==> src/rtl/i2c_master.sv <==
// i2c_master: single-master I2C controller; START, address, register pointer, then N write bytes or a
// repeated-START read of N bytes, ending in STOP.
// Ports:
//   clk, reset (async, active-low)
//   i2c_wr_addr / i2c_rd_addr  command pulses; i2c_addr, i2c_byte_read latched with the pulse
//   i2c_in_valid/i2c_in_data/i2c_in_ready  one-byte write holding buffer
//   i2c_out_valid/i2c_out_data  received byte strobe
//   busy, ack_error (sticky until next command)
//   scl_oe, sda_oe  open-drain pull-low enables; sda_in synchronised SDA pad input
module i2c_master #(
    parameter int unsigned CLK_DIV = 125,
    parameter logic [7:0]  REG_PTR = 8'h00
) (
    input  logic       clk,
    input  logic       reset,
    input  logic       i2c_wr_addr,
    input  logic       i2c_rd_addr,
    input  logic [6:0] i2c_addr,
    input  logic [7:0] i2c_byte_read,
    input  logic       i2c_in_valid,
    input  logic [7:0] i2c_in_data,
    output logic       i2c_in_ready,
    output logic       i2c_out_valid,
    output logic [7:0] i2c_out_data,
    output logic       busy,
    output logic       ack_error,
    output logic       scl_oe,
    output logic       sda_oe,
    input  logic       sda_in
);
    typedef enum logic [3:0] {
        IDLE, START, SEND_ADDR, SEND_PTR, WR_DATA, RESTART, SEND_RADDR, RD_DATA, MST_ACK, STOP
    } state_t;

    state_t      state_q, state_d;
    logic [15:0] div_q, div_d;
    logic [1:0]  qtr_q, qtr_d;
    logic [3:0]  bit_q, bit_d;
    logic [7:0]  cnt_q, cnt_d;
    logic [7:0]  shift_q, shift_d;
    logic [7:0]  buf_q, buf_d;
    logic        buf_full_q, buf_full_d;
    logic [6:0]  addr_q, addr_d;
    logic        rd_q, rd_d;
    logic        ack_error_q, ack_error_d;
    logic        out_valid_q, out_valid_d;
    logic [7:0]  out_data_q, out_data_d;
    logic        scl_q, scl_d;
    logic        sda_q, sda_d;
    logic        tx_state, tick, first, last;

    assign i2c_in_ready  = state_q == IDLE || (!rd_q && state_q != STOP && !buf_full_q);
    assign i2c_out_valid = out_valid_q;
    assign i2c_out_data  = out_data_q;
    assign busy          = state_q != IDLE;
    assign ack_error     = ack_error_q;
    assign scl_oe        = scl_q;
    assign sda_oe        = sda_q;

    always_comb begin
        tx_state    = state_q inside {SEND_ADDR, SEND_PTR, WR_DATA, SEND_RADDR};
        tick        = div_q == 16'(CLK_DIV - 1);
        // First cycle of a write byte: load from the buffer, or stall here (SCL low) while it is empty.
        first       = state_q == WR_DATA && bit_q == 4'd0 && qtr_q == 2'd0 && div_q == 16'd0;
        last        = tx_state ? bit_q == 4'd8 : state_q == RD_DATA ? bit_q == 4'd7 : 1'b1;
        state_d     = state_q;
        div_d       = (state_q == IDLE || tick || (first && !buf_full_q)) ? 16'd0 : div_q + 16'd1;
        qtr_d       = tick ? qtr_q + 2'd1 : qtr_q;
        bit_d       = bit_q;
        cnt_d       = cnt_q;
        shift_d     = shift_q;
        buf_d       = buf_q;
        buf_full_d  = buf_full_q;
        addr_d      = addr_q;
        rd_d        = rd_q;
        ack_error_d = ack_error_q;
        out_valid_d = 1'b0;
        out_data_d  = out_data_q;
        if (state_q == IDLE && (i2c_wr_addr || i2c_rd_addr)) begin
            state_d     = START;
            rd_d        = !i2c_wr_addr;
            addr_d      = i2c_addr;
            cnt_d       = i2c_byte_read;
            ack_error_d = 1'b0;
        end
        // Mid-SCL-high sample point: end of quarter 2.
        if (tick && qtr_q == 2'd2) begin
            if (tx_state && bit_q == 4'd8 && sda_in) ack_error_d = 1'b1;
            if (state_q == RD_DATA) begin
                shift_d = {shift_q[6:0], sda_in};
                if (bit_q == 4'd7) begin
                    out_valid_d = 1'b1;
                    out_data_d  = {shift_q[6:0], sda_in};
                end
            end
        end
        // End of a bit; ack_error_q doubles as the NACK flag of the ack bit just sampled.
        if (tick && qtr_q == 2'd3) begin
            bit_d = bit_q + 4'd1;
            if (!last) begin
                if (tx_state) shift_d = {shift_q[6:0], 1'b0};
            end else begin
                bit_d = 4'd0;
                unique case (state_q)
                    START: begin
                        state_d = SEND_ADDR;
                        shift_d = {addr_q, 1'b0};
                    end
                    SEND_ADDR: begin
                        state_d = ack_error_q ? STOP : SEND_PTR;
                        shift_d = REG_PTR;
                    end
                    SEND_PTR:   state_d = (ack_error_q || cnt_q == 8'd0) ? STOP : rd_q ? RESTART : WR_DATA;
                    WR_DATA: begin
                        state_d = (ack_error_q || cnt_q == 8'd1) ? STOP : WR_DATA;
                        cnt_d   = cnt_q - 8'd1;
                    end
                    RESTART: begin
                        state_d = SEND_RADDR;
                        shift_d = {addr_q, 1'b1};
                    end
                    SEND_RADDR: state_d = ack_error_q ? STOP : RD_DATA;
                    RD_DATA:    state_d = MST_ACK;
                    MST_ACK: begin
                        state_d = cnt_q == 8'd1 ? STOP : RD_DATA;
                        cnt_d   = cnt_q - 8'd1;
                    end
                    default:    state_d = IDLE;
                endcase
            end
        end
        if (first && buf_full_q) begin
            shift_d    = buf_q;
            buf_full_d = 1'b0;
        end
        if (i2c_in_valid && i2c_in_ready && state_q != IDLE) begin
            buf_d      = i2c_in_data;
            buf_full_d = 1'b1;
        end
        if (state_d == STOP) buf_full_d = 1'b0;
        // SCL high in quarters 2-3; SDA moves in quarter 1 (SCL low) and holds through quarter 0.
        scl_d = !(state_q inside {IDLE, START}) && !qtr_q[1];
        sda_d = state_q == IDLE     ? 1'b0 :
                qtr_q == 2'd0       ? sda_q :
                state_q == START    ? qtr_q[1] :
                state_q == RESTART  ? qtr_q == 2'd3 :
                state_q == STOP     ? qtr_q != 2'd3 :
                state_q == MST_ACK  ? cnt_q != 8'd1 :
                (tx_state && bit_q != 4'd8) ? !shift_q[7] : 1'b0;
    end

    always_ff @(posedge clk or negedge reset) begin
        if (!reset) begin
            state_q     <= IDLE;
            div_q       <= '0;
            qtr_q       <= '0;
            bit_q       <= '0;
            cnt_q       <= '0;
            shift_q     <= '0;
            buf_q       <= '0;
            buf_full_q  <= 1'b0;
            addr_q      <= '0;
            rd_q        <= 1'b0;
            ack_error_q <= 1'b0;
            out_valid_q <= 1'b0;
            out_data_q  <= '0;
            scl_q       <= 1'b0;
            sda_q       <= 1'b0;
        end else begin
            state_q     <= state_d;
            div_q       <= div_d;
            qtr_q       <= qtr_d;
            bit_q       <= bit_d;
            cnt_q       <= cnt_d;
            shift_q     <= shift_d;
            buf_q       <= buf_d;
            buf_full_q  <= buf_full_d;
            addr_q      <= addr_d;
            rd_q        <= rd_d;
            ack_error_q <= ack_error_d;
            out_valid_q <= out_valid_d;
            out_data_q  <= out_data_d;
            scl_q       <= scl_d;
            sda_q       <= sda_d;
        end
    end
endmodule

==> config.mk <==
export PLATFORM = sky130hd
export DESIGN_NAME = i2c_master
export DESIGN_NICKNAME = d
export VERILOG_FILES = /design/src/rtl/i2c_master.sv
export SDC_FILE = /design/constraint.sdc
export NUM_CORES = 1
export LEC_CHECK = 0
export ABC_AREA = 1
export CAP_MARGIN = 25
export CORE_ASPECT_RATIO = 0.9
export CORE_MARGIN = 2
export CORE_UTILIZATION = 52
export DETAILED_ROUTE_END_ITERATION = 8
export GPL_TIMING_DRIVEN = 1
export PLACE_DENSITY_LB_ADDON = 0.15
export SLEW_MARGIN = 20
export SYNTH_ARGS = -nofsm -noshare
export SYNTH_HDL_FRONTEND = slang
export SYNTH_SLANG_ARGS = --single-unit
==> constraint.sdc <==
create_clock -name clk -period 2 [get_ports clk]
set_clock_uncertainty 0.2 [all_clocks]
set_input_delay 0.4 -clock clk [delete_from_list [all_inputs] [get_ports clk]]
set_output_delay 0.4 -clock clk [all_outputs]
set_load 0.1 [all_outputs]
==> key figures <==
Status
  – Status: finished, violations left
  – Violated checks: negative setup slack

Detailed routing
  – First-pass DRT Iterations: 7
  – Vias: 4530
  – Drt initial violations: 377
  – Routed WL: 12.6 mm
  – Routed len/inst: 15.6 um
  – DRC violations left: 0
  – Detail Route Antenna Nets: 0
  – Vias per cell: 5.61

Pwr
  – Sequential share of power: 53.7%
  – Switching Share: 24.4%
  – Internal power: 2.15 mW
  – Max VDD drop: 0.483 mV
  – Part of the power in the clock network: 39.4%
  – Power, Total: 2.84 mW
  – Power density cells: 455 nW/um^2
  – Logic gate share of total power: 6.9%
  – Psw: 0.693 mW
  – Leakage power: 3.03 nW

Layout
  – Multi-input gate area: 2630 sq um
  – Leading cell type in the layout, fill and taps excluded: nand2_1
  – Fill count: 532
  – Register area: 1780 sq um
  – Post-route insts no fill: 807
  – Inserted Diodes: 0
  – Number of nets in the layout: 743
  – Syn-to-layout area delta: 45.1%
  – Layout cells sized above 1: 31.6%
  – Most frequent cells in the layout: nand2_1, dfrtp_1, inv_1, buf_4, nor2_1
  – Final Util: 77.8%

Clock tree
  – CTS tree: done
  – CTS root buffer: clkbuf_8
  – Total CTS buffers: 9
  – Clock Latency Late Sink: 0.35 ns
  – CTS Sinks: 71
  – CTS H-tree lvls: 3
  – Clock slew at reported path FFs: 0.08 ns
  – Maximum buffer depth of the clock tree: 2

Timing
  – Hold Vio Cnt, Final: 0
  – Endpoints failing setup: 42
  – Slew HR: 59.4%
  – Final Critical Period: 2.14 ns
  – Tcrit/Tclk final: 107%
  – Max Clock Freq: 466 MHz
  – PnR worst setup slack: -0.144 ns
  – RSZ-0062 raised after global routing: true
  – Final count of pins violating max slew: 0
  – Worst-margin pin slew: 0.609 ns

Place
  – Post-DP HPWL: 8.08 mm
  – Port buffer count: 42
  – Placed Cells: 765
  – Dpl ws: -0.0960 ns
  – GP Congestion: 0.877

Floorplan
  – Die ar.: 9030 sq um
  – Starting Density: 53.6%
  – # rows: 31
  – Die Y: 90.3 um
  – Chip width: 99.9 um
  – Core Box Area: 8030 sq um
  – IO Count: 43

Worst setup path
  – WP data arrival: 2.22 ns
  – Max Fanout on Critical Path: 4
  – Required @ worst endpoint: 2.08 ns
  – Worst reg2reg path depth: 14
  – Reg-to-Reg End: shift_q[3]$_DFF_PN0_
  – Startpoint Class: flop
  – Crit path from: div_q[1]$_DFF_PN0_
  – RR Startpoint: div_q[1]$_DFF_PN0_
  – Kind of critical path: flop to flop
  – CP endpoint kind: flop
  – Worst reg2reg setup slack: -0.14 ns
  – Crit path to: shift_q[3]$_DFF_PN0_

Logic synthesis
  – Post-synth ARST share: 100%
  – Post-synth EDFFs: 0
  – Syn avg cell area: 7.43 sq um
  – Cells after synthesis: 580
  – Yosys warns: 0
  – Synthesized area: 4310 sq um
  – Post-Syn Nets: 619
  – Flip-flop and latch count after synthesis: 71
  – Synth unique cells: 43
  – Dominant synthesized flop cell: dfrtp_1
  – Sequential share of the synthesized area: 41.3%

GRT
  – Antenna violations before repair: 0
  – Vias in the first global route: 4170
  – Total GRT Usage: 26.5%
  – Gr ovfl total: 0
  – First-pass GRT wire length: 19.3 mm
  – Largest net degree at the start of global routing: 72

Run
  – Max cap viols: 0

Min path
  – Worst min-delay path class: flop to flop
## metrics by stage
step / hold WS [ns] / TNS, ns / cell area, sq um
2_1_floorplan: -0.0956 / 0 / 4340
3_3_place_gp: 0.257 / -0.781 / 5380
3_5_place_dp: 0.259 / -1.08 / 5380
4_1_cts: 0.287 / -0.0802 / 5780
5_1_grt: 0.318 / -7.23 / 6250
6_report: 0.286 / -3.20 / 6250
## repair_timing
| action | CTS | global route |
|---|---|---|
| hold buffers | 1 | 0 |
| endpoints found under the hold margin | 71 | 0 |
| pin swaps | 13 | 39 |
| resized for setup | 26 | 98 |
| cloned | 1 | 3 |
| endpoints found under the setup margin | 14 | 43 |
| buffers inserted | 12 | 13 |
## area by class of cell
class / instances / share of cell area (%)
inverter: 72 / 4.52
sequential: 71 / 28.5
multi-input combinational: 432 / 42.0
clock buffer: 9 / 1.98
clock inverter: 6 / 1.00
tap: 99 / 1.98
timing repair buffer: 117 / 19.9
timing repair inverter: 1 / 0.120
## cell usage after synthesis, types with 2 or more instances
| library cell | instances | area, sq um |
|---|---|---|
| dfrtp_1 | 71 | 1780 |
| nor2_1 | 63 | 236 |
| buf_2 | 3 | 15.0 |
| o22ai_1 | 2 | 12.5 |
| nor4_1 | 2 | 12.5 |
| ha_1 | 10 | 125 |
| mux2_1 | 2 | 22.5 |
| inv_1 | 63 | 236 |
| nand2_4 | 2 | 22.5 |
| nor2_2 | 6 | 37.5 |
| o21ai_0 | 27 | 135 |
| inv_2 | 8 | 30.0 |
| nor3_1 | 7 | 35.0 |
| mux2_2 | 9 | 101 |
| a21oi_1 | 23 | 115 |
| nand2_2 | 7 | 43.8 |
| nand3_1 | 39 | 195 |
| o21a_1 | 2 | 15.0 |
| nand3_2 | 2 | 20.0 |
| o21ai_1 | 12 | 60.1 |
| nand4_1 | 11 | 68.8 |
| nand2_1 | 172 | 646 |
| nor2_4 | 3 | 33.8 |
| xor2_1 | 9 | 78.8 |
| nand3_4 | 2 | 35.0 |
| nor3b_1 | 6 | 45.0 |
## worst min path at each step
stage | to | from | cells past startpoint
after CTS | buf_q[5]$_DFFE_PN0P_ | buf_q[5]$_DFFE_PN0P_ | 2
after floorplan | ack_error$_DFF_PN0_ | reset | 0
after detailed placement | div_q[13]$_DFF_PN0_ | reset | 2
final | buf_q[5]$_DFFE_PN0P_ | buf_q[5]$_DFFE_PN0P_ | 2
after global routing | buf_q[6]$_DFFE_PN0P_ | buf_q[6]$_DFFE_PN0P_ | 2
after global placement | div_q[13]$_DFF_PN0_ | reset | 2
## cells by family after synthesis
family / synth area share (%)
buf+inv: 7.15
fa+ha+maj: 2.91
flops: 41.3
simple gates: 34.2
mux: 2.88
compound gates: 9.62
xor+xnor: 2.03
## flip-flops by register name, indices dropped and copies added (netlist names), 2 cells and up
| name | cells |
|---|---|
| state_q | 4 |
| cnt_q | 8 |
| shift_q | 8 |
| addr_q | 7 |
| qtr_q | 2 |
| bit_q | 4 |
| i2c_out_data | 8 |
| div_q | 16 |
| buf_q | 8 |
## metal layers
layer,global-route usage (%),wire [um],vias up
li1,-,-,2127
met1,36.7,5120,2149
met2,43.5,6320,208
met3,4.80,812,46
met4,5.71,344,0
met5,0,0,-
## worst max-delay path, cell delays in order (launching register included)
cell and delay [ns]:
dfrtp_1 0.39, inv_1 0.06, ha_2 0.19, buf_6 0.11, nand2_2 0.06, nor2_4 0.14, nand2_4 0.08, nor2_4 0.16
clkbuf_16 0.18, nand2_2 0.06, nand2_2 0.07, nand2_1 0.06, nand2_1 0.08, nand4_1 0.11, nand2_1 0.11
## power groups by stage
| stage | sequential [mW] | combinational, mW | clock (mW) |
|---|---|---|---|
| after global routing | 1.53 | 0.222 | 1.18 |
| after CTS | 1.53 | 0.199 | 1.12 |
| after global placement | 1.55 | 0.190 | 0 |
| after floorplan | 1.55 | 0.0686 | 0 |
| after detailed placement | 1.55 | 0.197 | 0 |
| final | 1.53 | 0.197 | 1.12 |
No activity file was read; power rests on OpenSTA's default activity.
